**config.mk**
```make
export PLATFORM = sky130hd
export DESIGN_NAME = memaccess_ctrl_flat
export DESIGN_NICKNAME = d
export VERILOG_FILES = /design/src/rtl/memaccess_ctrl_pkg.sv /design/src/rtl/memaccess_ctrl_if.sv /design/src/rtl/memaccess_wait_timer.sv /design/src/rtl/memaccess_ctrl.sv /design/src/flat_wrapper.sv
export SDC_FILE = /design/constraint.sdc
export NUM_CORES = 1
export LEC_CHECK = 0
export CELL_PAD_IN_SITES_DETAIL_PLACEMENT = 0
export CELL_PAD_IN_SITES_GLOBAL_PLACEMENT = 1
export CORE_MARGIN = 2
export CORE_UTILIZATION = 36
export CTS_CLUSTER_DIAMETER = 60
export CTS_CLUSTER_SIZE = 14
export DETAILED_ROUTE_END_ITERATION = 8
export GPL_ROUTABILITY_DRIVEN = 0
export PLACE_DENSITY_LB_ADDON = 0.2
export SLEW_MARGIN = 20
export SYNTH_ARGS = -nofsm -noshare
export SYNTH_HDL_FRONTEND = slang
export SYNTH_HIERARCHICAL = 1
export SYNTH_SLANG_ARGS = --single-unit
```
**constraint.sdc**
```tcl
create_clock -name clock -period 2.55 [get_ports clock]
set_input_delay 0.51 -clock clock [delete_from_list [all_inputs] [get_ports clock]]
set_output_delay 0.51 -clock clock [all_outputs]
set_load 0.03 [all_outputs]
```
**src/rtl/memaccess_ctrl_pkg.sv**
```systemverilog
// Shared types and constants for the LC-3 MemAccess-stage sequencer.
package memaccess_ctrl_pkg;

    typedef enum logic [1:0] {
        IDLE,
        IND,
        RD,
        WR
    } state_e;

    localparam logic [1:0] MS_READ  = 2'd0;
    localparam logic [1:0] MS_WRITE = 2'd1;
    localparam logic [1:0] MS_IND   = 2'd2;
    localparam logic [1:0] MS_IDLE  = 2'd3;

    localparam logic [3:0] OP_LD  = 4'b0010;
    localparam logic [3:0] OP_LDR = 4'b0110;
    localparam logic [3:0] OP_LDI = 4'b1010;
    localparam logic [3:0] OP_ST  = 4'b0011;
    localparam logic [3:0] OP_STR = 4'b0111;
    localparam logic [3:0] OP_STI = 4'b1011;

    // First access state for an accepted opcode; IDLE marks a non-memory opcode.
    function automatic state_e first_state(input logic [3:0] op);
        state_e s;
        case (op)
            OP_LD, OP_LDR: s = RD;
            OP_ST, OP_STR: s = WR;
            OP_LDI, OP_STI: s = IND;
            default:       s = IDLE;
        endcase
        return s;
    endfunction

    function automatic logic op_is_store(input logic [3:0] op);
        return (op == OP_ST) || (op == OP_STR) || (op == OP_STI);
    endfunction

    function automatic logic [1:0] ms_encode(input state_e s);
        logic [1:0] ms;
        case (s)
            IND:     ms = MS_IND;
            RD:      ms = MS_READ;
            WR:      ms = MS_WRITE;
            default: ms = MS_IDLE;
        endcase
        return ms;
    endfunction

endpackage

```
**src/rtl/memaccess_ctrl_if.sv**
```systemverilog
// Handshake bundle between the pipeline controller, the sequencer and data memory.
interface memaccess_ctrl_if;
    logic       mem_req;
    logic [3:0] opcode;
    logic       dmem_ready;
    logic [1:0] mem_state;
    logic       M_Control;
    logic       dmem_rd;
    logic       dmem_we;
    logic       stall;
    logic       mem_done;
    logic       err_illegal;
    logic       err_timeout;

    modport master (
        output mem_req, opcode, dmem_ready,
        input  mem_state, M_Control, dmem_rd, dmem_we, stall,
               mem_done, err_illegal, err_timeout
    );

    modport slave (
        input  mem_req, opcode, dmem_ready,
        output mem_state, M_Control, dmem_rd, dmem_we, stall,
               mem_done, err_illegal, err_timeout
    );
endinterface

```
**src/rtl/memaccess_wait_timer.sv**
```systemverilog
// Per-phase wait-state counter; expire fires on the TIMEOUT-th consecutive not-ready cycle.
module memaccess_wait_timer #(
    parameter int TIMEOUT = 16
) (
    input  logic clock,
    input  logic reset,
    input  logic clr,
    input  logic en,
    output logic expire
);
    localparam int CW = $clog2(TIMEOUT + 1);
    localparam logic [CW-1:0] LIMIT = CW'(TIMEOUT - 1);

    logic [CW-1:0] cnt_q, cnt_d;

    always_comb begin
        cnt_d = cnt_q;
        if (clr) begin
            cnt_d = '0;
        end else if (en) begin
            cnt_d = cnt_q + CW'(1);
        end
    end

    // Ready in the limit cycle drops en, so completion always beats expiry.
    assign expire = en && (cnt_q == LIMIT);

    always_ff @(posedge clock) begin
        if (!reset) begin
            cnt_q <= '0;
        end else begin
            cnt_q <= cnt_d;
        end
    end
endmodule

```
**src/rtl/memaccess_ctrl.sv**
```systemverilog
// MemAccess-stage sequencer: walks direct and indirect loads/stores through data memory.
module memaccess_ctrl
    import memaccess_ctrl_pkg::*;
#(
    parameter int TIMEOUT = 16
) (
    input  logic            clock,
    input  logic            reset,
    memaccess_ctrl_if.slave bus
);
    state_e     state_q, state_d;
    state_e     accept_state;
    logic       is_store_q, is_store_d;
    logic [1:0] mem_state_q, mem_state_d;
    logic       m_control_q, m_control_d;
    logic       dmem_rd_q, dmem_rd_d;
    logic       dmem_we_q, dmem_we_d;
    logic       stall_q, stall_d;
    logic       mem_done_q, mem_done_d;
    logic       err_illegal_q, err_illegal_d;
    logic       err_timeout_q, err_timeout_d;
    logic       wait_en, wait_clr, wait_expire;

    assign accept_state = first_state(bus.opcode);
    assign wait_en      = (state_q != IDLE) && !bus.dmem_ready;
    assign wait_clr     = (state_d != state_q);

    memaccess_wait_timer #(.TIMEOUT(TIMEOUT)) u_wait_timer (
        .clock  (clock),
        .reset  (reset),
        .clr    (wait_clr),
        .en     (wait_en),
        .expire (wait_expire)
    );

    always_comb begin
        state_d       = state_q;
        is_store_d    = is_store_q;
        m_control_d   = m_control_q;
        mem_done_d    = 1'b0;
        err_illegal_d = 1'b0;
        err_timeout_d = 1'b0;
        case (state_q)
            IDLE: begin
                // The done cycle blocks acceptance, leaving a one-cycle gap.
                if (bus.mem_req && !mem_done_q) begin
                    state_d       = accept_state;
                    is_store_d    = op_is_store(bus.opcode);
                    err_illegal_d = (accept_state == IDLE);
                end
            end
            IND: begin
                if (bus.dmem_ready) begin
                    state_d     = is_store_q ? WR : RD;
                    m_control_d = 1'b1;
                end else if (wait_expire) begin
                    state_d       = IDLE;
                    mem_done_d    = 1'b1;
                    err_timeout_d = 1'b1;
                end
            end
            RD, WR: begin
                if (bus.dmem_ready) begin
                    state_d    = IDLE;
                    mem_done_d = 1'b1;
                end else if (wait_expire) begin
                    state_d       = IDLE;
                    mem_done_d    = 1'b1;
                    err_timeout_d = 1'b1;
                end
            end
            default: state_d = IDLE;
        endcase
        if (state_d == IDLE || state_d == IND) begin
            m_control_d = 1'b0;
        end
        mem_state_d = ms_encode(state_d);
        dmem_rd_d   = (state_d == IND) || (state_d == RD);
        dmem_we_d   = (state_d == WR);
        stall_d     = (state_d != IDLE);
    end

    always_ff @(posedge clock) begin
        if (!reset) begin
            state_q       <= IDLE;
            is_store_q    <= 1'b0;
            mem_state_q   <= MS_IDLE;
            m_control_q   <= 1'b0;
            dmem_rd_q     <= 1'b0;
            dmem_we_q     <= 1'b0;
            stall_q       <= 1'b0;
            mem_done_q    <= 1'b0;
            err_illegal_q <= 1'b0;
            err_timeout_q <= 1'b0;
        end else begin
            state_q       <= state_d;
            is_store_q    <= is_store_d;
            mem_state_q   <= mem_state_d;
            m_control_q   <= m_control_d;
            dmem_rd_q     <= dmem_rd_d;
            dmem_we_q     <= dmem_we_d;
            stall_q       <= stall_d;
            mem_done_q    <= mem_done_d;
            err_illegal_q <= err_illegal_d;
            err_timeout_q <= err_timeout_d;
        end
    end

    assign bus.mem_state   = mem_state_q;
    assign bus.M_Control   = m_control_q;
    assign bus.dmem_rd     = dmem_rd_q;
    assign bus.dmem_we     = dmem_we_q;
    assign bus.stall       = stall_q;
    assign bus.mem_done    = mem_done_q;
    assign bus.err_illegal = err_illegal_q;
    assign bus.err_timeout = err_timeout_q;
endmodule

```
**src/flat_wrapper.sv**
```systemverilog
// flat-port wrapper written by rule: the top's interface ports become plain ports
module memaccess_ctrl_flat import memaccess_ctrl_pkg::*;
#(
    parameter int TIMEOUT = 16
)
  (clock, reset, bus_mem_req, bus_opcode, bus_dmem_ready, bus_mem_state, bus_M_Control, bus_dmem_rd, bus_dmem_we, bus_stall, bus_mem_done, bus_err_illegal, bus_err_timeout);
  memaccess_ctrl_if bus_i ();
  input  logic clock;
  input  logic reset;
  input wire logic [$bits(bus_i.mem_req)-1:0] bus_mem_req;
  input wire logic [$bits(bus_i.opcode)-1:0] bus_opcode;
  input wire logic [$bits(bus_i.dmem_ready)-1:0] bus_dmem_ready;
  output wire logic [$bits(bus_i.mem_state)-1:0] bus_mem_state;
  output wire logic [$bits(bus_i.M_Control)-1:0] bus_M_Control;
  output wire logic [$bits(bus_i.dmem_rd)-1:0] bus_dmem_rd;
  output wire logic [$bits(bus_i.dmem_we)-1:0] bus_dmem_we;
  output wire logic [$bits(bus_i.stall)-1:0] bus_stall;
  output wire logic [$bits(bus_i.mem_done)-1:0] bus_mem_done;
  output wire logic [$bits(bus_i.err_illegal)-1:0] bus_err_illegal;
  output wire logic [$bits(bus_i.err_timeout)-1:0] bus_err_timeout;
  assign bus_i.mem_req = bus_mem_req;
  assign bus_i.opcode = bus_opcode;
  assign bus_i.dmem_ready = bus_dmem_ready;
  assign bus_mem_state = bus_i.mem_state;
  assign bus_M_Control = bus_i.M_Control;
  assign bus_dmem_rd = bus_i.dmem_rd;
  assign bus_dmem_we = bus_i.dmem_we;
  assign bus_stall = bus_i.stall;
  assign bus_mem_done = bus_i.mem_done;
  assign bus_err_illegal = bus_i.err_illegal;
  assign bus_err_timeout = bus_i.err_timeout;
  memaccess_ctrl #(.TIMEOUT(TIMEOUT)) u_core (.clock(clock), .reset(reset), .bus(bus_i));
endmodule
```
==> results.md <==
* CP top delay family: adder cells
* Synth Area in XOR/XNOR at 0.0115
* I/O pins at 17
* Max reg flops at 5
* Area grow syn2layout at 28.6%
* Max_cap viols at 0
* Port Buf Inserts at 16
* Post-Syn Area per Cell at between 9 and 10 sq um
* Sequential-to-total area share from yosys stat at 0.445
* Ant. Diodes at 0
* Final wirelength at about 1400 um
* Post-Synthesis Cells at 78
* Crit Path Max Fanout at 5
* GRT Resource Usage Total at 0.123
* Filler cells at about 180
* DR iter-0 viols at 23
* Status: finished clean
* Crit path largest cell delay at 0.35 ns
* CTS buffer count at 3
* Crit Path Category: reg2reg
* Antenna violations before repair at 0
* FP Rows at 16
* Most used cell, CP: ha_1
* Min-Delay Path Class: reg2reg
* Req. time, crit path at 2.74 ns
* Final Max Tran Viols at 0
* Slew headroom at 0.725
* WL/cell at roughly 11 um
* Worst vdd ir at ~0.36 mV
* Cts hold-fix bufs at 0
* CTS tree: built
* Worst Skew at 0.000779 ns
* Buf/Inv on CP at 0
* Core area at about 2000 sq um
* Most common cell after layout, fill and taps aside: dfxtp_1
* Vias per cell at slightly below 5
* Leak pwr at between 0.0003 and 0.0004 uW
* Pin count of the biggest net entering global routing at 15
* Initial Util at 0.386
* Count of distinct cell types in the synthesized netlist at 32
* RSZ-0062 raised after global routing: no
* Final Hold Viols at 0
* Critical path data arrival time at between 2 and 2.5 ns
* Final core occ at 0.496
* Setup bufs post-CTS at 0
* Total power at 719 uW
* First drt pass iteration count at 4
* Flop2flop setup slack at 0.49 ns
* Critical Path End Type: register
* Die Area at 2510 sq um
* Latest clock arrival within the worst-skew pair at 0.28 ns
* H-tree depth at 1
* Die width at 50.1 um
* Final net count at between 100 and 150
* Yosys reg bits at 17
* CTS clock-pin slew for the worst setup and hold paths at 0.10 ns
* Vias at between 600 and 700
* Yosys warnings at 6
* Worst-margin pin slew at roughly 0.41 ns
* Die height at 50.1 um
* Compound-Gate Fraction of Synth Area at 0.167
* Clk buf depth at 2
* Final period util at 0.808
* Post-Synthesis Cell Area at around 760 sq um
* Mux contribution to synthesized area at 0.0262
* Max Freq at 0.485 GHz
* Clk sink count at 17
* Final setup vio count at 0
* Syn_nets at 90
* Most frequent cells in the layout: 17 x dfxtp_1, 16 x clkdlybuf4s50_1, 7 x nor2_1
* Crit start category: register
* Max stage delay cell, worst path: dfxtp_1
* # DRC at 0
* Cell Chain, Critical Path: ha_1 > and3_1 > ha_1 > and2_1 > o21ai_0 > o221a_4 > ha_1 > and2_1
* Global route overflow at 0
* Detail Route Antenna Nets at 0
* Period minus WS final at 2.06 ns
* Root Buffer: clkbuf_4
* Simple-gate share of the synthesized area at 0.254
* Hold slack final at roughly 0.48 ns
* Vias in the first global route at about 500
* Most flops, register: u_core/u_wait_timer/cnt_q
* Setup_tns at 0 ns
* Synth Area in Adders at 0.0655
* Layout cell share with drive strength beyond 1 at 0.113
* First-pass GRT wire length at about 2300 um
* Largest family of logic cells by synthesized area: simple AND/OR/NAND/NOR gates
* HPWL Detailed at about 1000 um
* Power per cell area at 731 nW/um^2
* CTS resizes at 0
[routing by layer]
metal / track usage / up-vias / share of wire
li1: - / 317 / -
met1: 0.187 / 274 / 0.52
met2: 0.147 / 12 / 0.43
met3: 0.0273 / 2 / 0.035
met4: 0.0833 / 0 / 0.010
met5: 0 / - / 0
[worst paths after layout]
kind	endpoint	cells after the start	start
worst max register to register	u_core/bus.dmem_rd	8	u_core/u_wait_timer/cnt_q[0]
worst min register to register	u_core/is_store_q	2	u_core/is_store_q
worst max-delay path	u_core/bus.dmem_rd	8	u_core/u_wait_timer/cnt_q[0]
worst min-delay path	u_core/is_store_q	2	u_core/is_store_q
[worst reg2reg max path: cells and delay by family (launching register included)]
kind	cells	cell delay, ns
AOI/OAI and AO/OA	2	0.45
and+or+nand+nor	3	0.53
adders and majority gates	3	0.62
DFF	1	0.35
[per-stage QoR]
| stage | setup WS [ns] | std cells | instance area [sq um] |
|---|---|---|---|
| after floorplan | 0.635 | 78 | 764 |
| after global placement | 0.318 | 120 | 957 |
| after detailed placement | 0.269 | 120 | 957 |
| after CTS | 0.492 | 124 | 983 |
| after global routing | 0.354 | 124 | 983 |
| final | 0.490 | 124 | 983 |
[area by class of cell]
type	instances	area (sq um)	area share
inverter	4	15.0	0.0153
tap	27	33.8	0.0344
clock buffer	4	26.3	0.0267
timing repair buffer	17	168	0.170
sequential	17	340	0.346
multi-input combinational	55	400	0.407
[synthesized netlist by cell type (all sizes together)]
cell | instances | area, sq um
nor4b | 1 | 15.0
nor2 | 7 | 26.3
o22ai | 1 | 6.26
nand3 | 1 | 5.00
mux2i | 2 | 20.0
a21oi | 4 | 20.0
a31o | 1 | 8.76
nand2b | 3 | 18.8
a21boi | 1 | 7.51
a211oi | 1 | 7.51
o21ai | 3 | 15.0
o22a | 1 | 10.0
nand2 | 4 | 15.0
nor2b | 2 | 12.5
a21bo | 1 | 10.0
or2 | 1 | 8.76
buf | 1 | 5.00
xnor2 | 1 | 8.76
or3b | 1 | 8.76
and3 | 3 | 18.8
and4bb | 1 | 12.5
and2 | 4 | 25.0
o221a | 2 | 31.3
dfxtp | 17 | 340
ha | 4 | 50.1
nand4 | 2 | 12.5
o2111a | 1 | 11.3
nand3b | 2 | 15.0
clkbuf | 1 | 3.75
inv | 4 | 15.0
[cells by family after synthesis]
kind of cell | Yosys count
simple gates | 32
buf+inv | 6
mux | 2
xor+xnor | 1
fa+ha+maj | 4
compound gates | 16
flops | 17
[power breakdown]
part | switching (uW) | internal (uW) | total, uW
clock network | 83.2 | 60.7 | 144
registers | 23.4 | 302 | 325
logic | 129 | 121 | 250
Note: power is estimated with default switching activity, not from simulation.
